===== src/rtl/cdc_pkg.sv =====
// -----------------------------------------------------------------------------
// cdc_pkg
//
// Shared definitions for the asynchronous-input conditioning blocks.
//
// Contents:
//   SYNC_FF_MIN / SYNC_FF_MAX : legal range for the synchronizer depth
//   WIDTH_MAX                 : largest supported number of independent bits
//   FILTER_MAX                : largest supported stability filter length
//   cnt_width()               : width of a per-bit stability counter
// -----------------------------------------------------------------------------
package cdc_pkg;

    localparam int SYNC_FF_MIN = 2;
    localparam int SYNC_FF_MAX = 10;
    localparam int WIDTH_MAX   = 1024;
    localparam int FILTER_MAX  = 65535;

    // The counter holds values 0 .. filter_cycles-1. One spare code is kept
    // so the width is never zero, which also covers filter_cycles == 1.
    function automatic int cnt_width(input int filter_cycles);
        return $clog2(filter_cycles + 1);
    endfunction

endpackage : cdc_pkg


===== src/rtl/cdc_array_filter_if.sv =====
// -----------------------------------------------------------------------------
// cdc_array_filter_if
//
// Signal bundle between an asynchronous source and the conditioner.
//
// Signals:
//   async_in [WIDTH]  asynchronous inputs, no source clock
//   dest_out [WIDTH]  filtered, synchronized level
//   rise     [WIDTH]  one-cycle pulse on a 0->1 change of dest_out
//   fall     [WIDTH]  one-cycle pulse on a 1->0 change of dest_out
//   changed           OR of all rise/fall bits, registered alongside them
//
// Modports:
//   master : the side that produces async_in and consumes the results
//   slave  : the conditioner itself
// -----------------------------------------------------------------------------
interface cdc_array_filter_if #(
    parameter int WIDTH = 1
);

    logic [WIDTH-1:0] async_in;
    logic [WIDTH-1:0] dest_out;
    logic [WIDTH-1:0] rise;
    logic [WIDTH-1:0] fall;
    logic             changed;

    modport master (
        output async_in,
        input  dest_out,
        input  rise,
        input  fall,
        input  changed
    );

    modport slave (
        input  async_in,
        output dest_out,
        output rise,
        output fall,
        output changed
    );

endinterface : cdc_array_filter_if


===== src/rtl/cdc_bit_filter.sv =====
// -----------------------------------------------------------------------------
// cdc_bit_filter
//
// Stability filter and edge detector for one already-synchronized bit.
// A difference between the synchronized input and the held output has to
// persist for FILTER_CYCLES consecutive clocks before the output follows it.
// Any return to the held level restarts the count from zero.
//
// Parameters:
//   FILTER_CYCLES : consecutive cycles a change must persist (>= 1)
//   RESET_BIT     : value loaded into dest_out on reset
//
// Ports:
//   clk      in   destination clock
//   rst      in   synchronous, active-high reset
//   s        in   synchronized input bit (last stage of the sync chain)
//   dest_out out  filtered level, registered
//   rise     out  one-cycle pulse, registered, when dest_out goes 0->1
//   fall     out  one-cycle pulse, registered, when dest_out goes 1->0
//   accept   out  combinational: dest_out takes s at the coming edge; lets
//                 the parent register an OR of all pulses on the same edge
// -----------------------------------------------------------------------------
module cdc_bit_filter
    import cdc_pkg::*;
#(
    parameter int   FILTER_CYCLES = 4,
    parameter logic RESET_BIT     = 1'b0
) (
    input  logic clk,
    input  logic rst,
    input  logic s,
    output logic dest_out,
    output logic rise,
    output logic fall,
    output logic accept
);

    localparam int               CNT_W    = cnt_width(FILTER_CYCLES);
    localparam logic [CNT_W-1:0] CNT_LAST = CNT_W'(FILTER_CYCLES - 1);

    logic [CNT_W-1:0] cnt;
    logic             differs;

    assign differs = (s != dest_out);

    // The counter is cleared on every acceptance and on every agreement, so
    // it can never pass CNT_LAST; equality is the whole terminal condition.
    assign accept = differs && (cnt == CNT_LAST);

    // NOTE: every register here is written with <= so all of them see the
    // pre-edge values of each other, exactly as the flops do in hardware.
    always_ff @(posedge clk) begin
        if (rst) begin
            cnt      <= '0;
            dest_out <= RESET_BIT;
            rise     <= 1'b0;
            fall     <= 1'b0;
        end else begin
            // Pulses default low so each lasts exactly one cycle.
            rise <= 1'b0;
            fall <= 1'b0;
            if (!differs) begin
                cnt <= '0;
            end else if (accept) begin
                // The change is accepted; s is the new level, so only one of
                // rise/fall can go high.
                dest_out <= s;
                cnt      <= '0;
                rise     <= s;
                fall     <= ~s;
            end else begin
                cnt <= cnt + 1'b1;
            end
        end
    end

endmodule : cdc_bit_filter


===== src/rtl/cdc_array_filter.sv =====
// -----------------------------------------------------------------------------
// cdc_array_filter
//
// Multi-bit conditioner for slow, independent asynchronous status/control
// bits (buttons, GPIO, link-up, external flags). Each bit is synchronized
// through a DEST_SYNC_FF-stage chain, then passed through its own stability
// filter so short pulses are rejected, then edge-detected. Bits never
// interact, so this is not suitable for coherent multi-bit buses.
//
// Parameters:
//   DEST_SYNC_FF  : synchronizer stages, 2..10
//   FILTER_CYCLES : cycles a synchronized change must persist, 1..65535
//   WIDTH         : number of independent bits, 1..1024
//   RESET_VALUE   : value loaded into the sync chain and dest_out on reset
//
// Ports:
//   clk  in    destination clock, the only clock
//   rst  in    synchronous, active-high reset
//   bus  slave async_in in, dest_out/rise/fall/changed out (all registered)
//
// Timing: a change at async_in that is stable before edge E1 reaches the last
// sync stage after E(DEST_SYNC_FF) and the outputs after
// E(DEST_SYNC_FF + FILTER_CYCLES); metastability may add one cycle.
// -----------------------------------------------------------------------------
module cdc_array_filter
    import cdc_pkg::*;
#(
    parameter int               DEST_SYNC_FF  = 2,
    parameter int               FILTER_CYCLES = 4,
    parameter int               WIDTH         = 1,
    parameter logic [WIDTH-1:0] RESET_VALUE   = '0
) (
    input logic               clk,
    input logic               rst,
    cdc_array_filter_if.slave bus
);

    // -------------------------------------------------------------------------
    // Parameter range checks, evaluated at elaboration.
    // -------------------------------------------------------------------------
    if (DEST_SYNC_FF < SYNC_FF_MIN || DEST_SYNC_FF > SYNC_FF_MAX) begin : g_drc_sync_ff
        $error("cdc_array_filter: DEST_SYNC_FF=%0d outside %0d..%0d",
               DEST_SYNC_FF, SYNC_FF_MIN, SYNC_FF_MAX);
    end

    if (FILTER_CYCLES < 1 || FILTER_CYCLES > FILTER_MAX) begin : g_drc_filter
        $error("cdc_array_filter: FILTER_CYCLES=%0d outside 1..%0d",
               FILTER_CYCLES, FILTER_MAX);
    end

    if (WIDTH < 1 || WIDTH > WIDTH_MAX) begin : g_drc_width
        $error("cdc_array_filter: WIDTH=%0d outside 1..%0d", WIDTH, WIDTH_MAX);
    end

    // -------------------------------------------------------------------------
    // Synchronizer chain. The attribute keeps the stages packed together and
    // out of retiming so the metastability settling time is preserved.
    // -------------------------------------------------------------------------
    (* ASYNC_REG = "TRUE" *) logic [WIDTH-1:0] sync [DEST_SYNC_FF];

    logic [WIDTH-1:0] s;

    // NOTE: sync is an array of flops, not a RAM, so resetting every entry in
    // a loop is legal and maps to plain reset logic on each stage.
    always_ff @(posedge clk) begin
        if (rst) begin
            for (int i = 0; i < DEST_SYNC_FF; i++) begin
                sync[i] <= RESET_VALUE;
            end
        end else begin
            sync[0] <= bus.async_in;
            for (int i = 1; i < DEST_SYNC_FF; i++) begin
                sync[i] <= sync[i-1];
            end
        end
    end

    assign s = sync[DEST_SYNC_FF-1];

    // -------------------------------------------------------------------------
    // Per-bit stability filters.
    // -------------------------------------------------------------------------
    logic [WIDTH-1:0] dest_q;
    logic [WIDTH-1:0] rise_q;
    logic [WIDTH-1:0] fall_q;
    logic [WIDTH-1:0] accept;

    for (genvar b = 0; b < WIDTH; b++) begin : g_bit
        cdc_bit_filter #(
            .FILTER_CYCLES (FILTER_CYCLES),
            .RESET_BIT     (RESET_VALUE[b])
        ) u_filter (
            .clk      (clk),
            .rst      (rst),
            .s        (s[b]),
            .dest_out (dest_q[b]),
            .rise     (rise_q[b]),
            .fall     (fall_q[b]),
            .accept   (accept[b])
        );
    end

    // -------------------------------------------------------------------------
    // changed: registered from the acceptance terms rather than from the
    // registered pulses, so it lands on the same edge as rise/fall instead of
    // one cycle later.
    // -------------------------------------------------------------------------
    logic changed_q;

    always_ff @(posedge clk) begin
        if (rst) begin
            changed_q <= 1'b0;
        end else begin
            changed_q <= |accept;
        end
    end

    assign bus.dest_out = dest_q;
    assign bus.rise     = rise_q;
    assign bus.fall     = fall_q;
    assign bus.changed  = changed_q;

endmodule : cdc_array_filter


===== src/flat_wrapper.sv =====
// flat-port wrapper written by rule: the top's interface ports become plain ports
module cdc_array_filter_flat import cdc_pkg::*;
#(
    parameter int               DEST_SYNC_FF  = 2,
    parameter int               FILTER_CYCLES = 4,
    parameter int               WIDTH         = 1,
    parameter logic [WIDTH-1:0] RESET_VALUE   = '0
)
  (clk, rst, bus_async_in, bus_dest_out, bus_rise, bus_fall, bus_changed);
  cdc_array_filter_if #(.WIDTH(WIDTH)) bus_i ();
  input logic clk;
  input logic rst;
  input wire logic [$bits(bus_i.async_in)-1:0] bus_async_in;
  output wire logic [$bits(bus_i.dest_out)-1:0] bus_dest_out;
  output wire logic [$bits(bus_i.rise)-1:0] bus_rise;
  output wire logic [$bits(bus_i.fall)-1:0] bus_fall;
  output wire logic [$bits(bus_i.changed)-1:0] bus_changed;
  assign bus_i.async_in = bus_async_in;
  assign bus_dest_out = bus_i.dest_out;
  assign bus_rise = bus_i.rise;
  assign bus_fall = bus_i.fall;
  assign bus_changed = bus_i.changed;
  cdc_array_filter #(.DEST_SYNC_FF(DEST_SYNC_FF), .FILTER_CYCLES(FILTER_CYCLES), .WIDTH(WIDTH), .RESET_VALUE(RESET_VALUE)) u_core (.clk(clk), .rst(rst), .bus(bus_i));
endmodule

===== config.mk =====
export PLATFORM = sky130hd
export DESIGN_NAME = cdc_array_filter_flat
export DESIGN_NICKNAME = d
export VERILOG_FILES = /design/src/rtl/cdc_pkg.sv /design/src/rtl/cdc_array_filter_if.sv /design/src/rtl/cdc_bit_filter.sv /design/src/rtl/cdc_array_filter.sv /design/src/flat_wrapper.sv
export SDC_FILE = /design/constraint.sdc
export NUM_CORES = 1
export LEC_CHECK = 0
export ABC_CLOCK_PERIOD_IN_PS = 2700
export CORE_AREA = 2 2 39 41
export DETAILED_ROUTE_END_ITERATION = 10
export DIE_AREA = 0 0 41 43
export PLACE_DENSITY = 0.5
export SLEW_MARGIN = 20
export SYNTH_ARGS = -nofsm -noshare
export SYNTH_HDL_FRONTEND = slang
export SYNTH_SLANG_ARGS = --single-unit
export TNS_END_PERCENT = 10

===== constraint.sdc =====
create_clock -name clk -period 2.7 [get_ports clk]
set_input_delay 0.675 -clock clk [delete_from_list [all_inputs] [get_ports clk]]
set_output_delay 0.675 -clock clk [all_outputs]
set_load 0.005 [all_outputs]

# After elaboration in Yosys (flattened, before gate mapping)

Memory sizes are Yosys's and may differ from the RTL's.
Cells that the tools add are included.

Bits of input ports: 3
Output and inout bits: 4
Bits in registers: 7
Memory bits (writable): 2
Memories kept: 1
Logic and storage cells: 23

Memories:

| memory      | depth | bits a word | read ports | clocked after Yosys merged registers in | wr ports | line                   | RTL |
|---|---|---|---|---|---|---|---|
| u_core.sync | 2     | 1           | 2          | 0                                       | 2        | cdc_array_filter.sv:59 | `(* ASYNC_REG = "TRUE" *) logic [WIDTH-1:0] sync [DEST_SYNC_FF];` |

$add $sub $neg: 1
Reduce and logical (&&, ||, !) cells: 4
Mux-type cells: 5
Bitwise gates (word level): 5
Equal/unequal tests: 2

Operators with widths:

| operator              | count |
|---|---|
| $reduce_or A3 Y1      | 2 |
| $mux W1               | 5 |
| $add A3 B1 Y3 const B | 1 |
| $eq A3 B2 Y1 const B  | 1 |
| $not A1 Y1            | 3 |
| $or A1 B1 Y1          | 2 |
| $reduce_and A2 Y1     | 1 |
| $logic_and A1 B1 Y1   | 1 |
| $ne A1 B1 Y1          | 1 |

# Logic depth before layout (Yosys ltp)

Depth in word-level cells: 4
Gate-level depth with buffers: 4
Depth with buffers taken out: 4

# Hierarchy

From an unflattened synthesis, not the netlist that was laid out.

Cell total of the unflattened synthesis: 24
Area, all modules: 309.0 sq um

By module, submodules not included:

| module           | sequential area each (sq um) | instances | area an instance (sq um) | cells each |
|---|---|---|---|---|
| cdc_bit_filter   | 120.1                        | 1         | 230.2                    | 18 |
| cdc_array_filter | 60.1                         | 1         | 78.8                     | 6 |

# Worst setup path after synthesis

Ideal clock, no wire load.

Path type: in2reg
From: input rst
To: register u_core.g_bit[0].u_filter.rise
Buffers on the path: 0
Data arrival time: 989 ps
Path slack: 1,631 ps
Cell stages on the path: 2
Library setup time: 80 ps
Required time: 2,620 ps
Cells stage by stage: nand2b_1 -> nor3b_1

Word-level cells in the longest chain between the ends: 1

Ends and longest elaborated chain:

| item                       | line                 | RTL |
|---|---|---|
| from (decl)                | flat_wrapper.sv:12   | `input logic rst;` |
| $reduce_or A3 Y1 (no line) | n/a                  |  |
| to (signal assigned)       | cdc_bit_filter.sv:69 | `rise <= s;` |
| to (decl)                  | cdc_bit_filter.sv:33 | `output logic rise,` |

Every way passes these cells.
A chain may end at the register's enable or synchronous reset.

# Worst setup path in the final report

From: register u_core.g_bit[0].u_filter.dest_out
To: output bus_dest_out

RTL lines:

| item                   | line                 | RTL |
|---|---|---|
| from (decl)            | cdc_bit_filter.sv:32 | `output logic dest_out,` |
| from (signal assigned) | cdc_bit_filter.sv:67 | `dest_out <= s;` |
| to (decl)              | flat_wrapper.sv:14   | `output wire logic [$bits(bus_i.dest_out)-1:0] bus_dest_out;` |

No word-level cell between the ends.

==> results.toml <==
[status]
status = "finished clean"

[run]
drv_cap = 0

[worst_setup_path]
crit_arrival_ns = 1.16
critPathCaptureType = "output port"
crit_type = "register to output port"
slowest_delay_ns = 0.53
required_ns = 2.03
cp_max_fo = 5
path_cells = "clkdlybuf4s50_1"
ff2ff_setup_slack_ns = 1.54
crit_buf_inv = 1
start_kind = "register"
slowest_stage = "clkdlybuf4s50_1"
path_delay_family = "buffers and inverters"

[clock_network]
tritoncts = "built"
cts_buffers = 3
hold_buffers = 0
cts-root-buf = "clkbuf_4"
cts_htree_levels = 1
clk_latency_ns = 0.25
cts.clk_slew.worst_paths_ns = 0.06
cts.sinks = 9
cts_resized = 0
cts_setup_buffers = 0
clockBufferDepth = 2

[drt]
wl_met2_um = 164
dr.max_layer_used = "met3"
wl_met1_um = 184
drtIter0Drc = 0
ant_nets = 0
drc = 0
wirelength_um = 386
first_pass_iters = 1
avgViaCountPerCell = 3.82
wl_met3_um = 37
vias = 191
wire_per_inst_um = 7.72

[placed_design]
place.gp.congestion = 0.709
dpl_cell_area_um2 = 377
io_buffers = 6
pre_cts_ws_ns = 1.00
dp_cells = 46

[die]
fp-row-count = 14
coreArea_mm2 = 0.00138
start_util_pct = 21.4
num_io_pins = 7
fp.dieW_um = 41
dieArea_mm2 = 0.00176
die_h_um = 43

[global_routing]
grt_pass1_vias = 168
grt_max_degree = 8
antenna_found_initial = 0
grt_pass1_wl_um = 662
gr-total-overflow = 0
grt_usage_pct = 6.14

[synthesis]
synth_compound_area_share_pct = 0
syn_inst = 24
synth-seq-area-share_pct = 60.8
yosysWarnings = 0
yosysTopAreaCell = "dfxtp_1"
syn-num-nets = 29
synth_mux_area_share_pct = 3.38
synth-seq-cells = 9
synth_fa_ha_area_share_pct = 8.44
synth-simple-area-share_pct = 23.2
synth_top_family_by_area = "simple AND/OR/NAND/NOR gates"
synth_top_area_share_pct = 60.8
syn_avg_cell_area_um2 = 12.4
synth_cell_types = 11
synth_xor_area_share_pct = 2.95
syn_area_um2 = 297
synthTopCellsByArea = "dfxtp_1, ha_1, nor3b_1"

[final_layout]
antenna_cells = 0
finish.utilization_pct = 29.1
finalNonFillerCells = 50
area_growth_pct = 35.9
n_fill_cell = 150
layout.nets = 40
fin_area_um2 = 403
drive_above_1_share_pct = 11.8

[pwr]
power_leakage_nw = 0.140
peakVddDrop_uv = 241
power_density_mw_per_mm2 = 593

[timing]
fmax_ghz = 0.545
grt_setup_unrepaired = "false"
maxSlewViolCount = 0
tightest_slew_ns = 0.414
setup_viol = 0
max-slew-margin-rel_pct = 72.2
fin_setup_tns_ns = 0
worst_clock_skew_ns = 0.00411
post-route-period-util_pct = 68.0
hold_violations = 0
final.setup.worst_slack_ns = 0.864
period_minus_slack_ns = 1.84

[min_path]
hold_path.class = "register to register"
per-stage QoR:
step / power (mW) / hold WS, ns
global placement: 0.146 / 0.419
floorplan: 0.141 / 0.405
finish: 0.239 / 0.435
global route: 0.253 / 0.468
detailed placement: 0.146 / 0.429
CTS: 0.244 / 0.441
flip-flops by register name (all words and copies together) (netlist names):
signal,cells
u_core.g_bit.u_filter.fall,1
u_core.sync,2
u_core.g_bit.u_filter.cnt,3
u_core.g_bit.u_filter.dest_out,1
u_core.g_bit.u_filter.rise,1
u_core.bus.changed,1
worst paths after layout:
path / start / endpoint / depth (start not counted)
setup / recovery: u_core.g_bit[0].u_filter.dest_out / bus_dest_out / 1
hold / removal: u_core.g_bit[0].u_filter.cnt[0] / u_core.g_bit[0].u_filter.cnt[0] / 1
setup reg to reg: u_core.g_bit[0].u_filter.cnt[0] / u_core.g_bit[0].u_filter.rise / 4
hold reg to reg: u_core.g_bit[0].u_filter.cnt[0] / u_core.g_bit[0].u_filter.cnt[0] / 1
report_power, final:
part	total [mW]	switching, mW	internal [mW]
combinational	0.00719	0.00276	0.00442
sequential	0.136	0.00106	0.135
clock	0.0958	0.0394	0.0564
layout make-up:
cell class | instances | area (um2) | area share (%)
timing repair buffer | 6 | 60.1 | 14.9
clock buffer | 4 | 26.3 | 6.52
inverter | 1 | 3.75 | 0.932
sequential | 9 | 180 | 44.7
multi-input combinational | 14 | 113 | 28.0
tap | 16 | 20.0 | 4.97
layout by cell type, fill, tap and decap left out:
cell / netlist / layout
nor4b_2: 1 / 1
nor2b_1: 2 / 2
clkbuf_1: 0 / 1
clkbuf_4: 0 / 3
xnor2_1: 1 / 1
nor3b_1: 2 / 2
inv_1: 1 / 1
nor2_1: 2 / 2
dfxtp_1: 9 / 9
ha_1: 2 / 2
nand2b_1: 1 / 1
mux2i_1: 1 / 1
clkdlybuf4s50_1: 0 / 6
nor4_1: 2 / 2
worst register-to-register path, delay by kind of cell, from the launching register on:
kind                       cells  cell delay (ns)
and+or+nand+nor                2             0.32
DFF                            1             0.34
adders and majority gates      2             0.41
cell usage after synthesis, drive strengths merged:
library cell	instances
mux2i	1
nor4b	1
nor2	2
nor2b	2
ha	2
nor4	2
nor3b	2
nand2b	1
xnor2	1
inv	1
dfxtp	9
layer usage:
metal,vias up,GRT usage [%]
li1,104,-
met1,81,6.80
met2,6,6.88
met3,0,4.71
met4,0,6.00
met5,-,0
logic make-up after synthesis:
logic type               Yosys count
XOR/XNOR                           1
flip-flops                         9
adder cells (fa/ha/maj)            2
AND/OR/NAND/NOR                   10
buffers and inverters              1
multiplexers                       1
(Power assumes the default switching activity.)
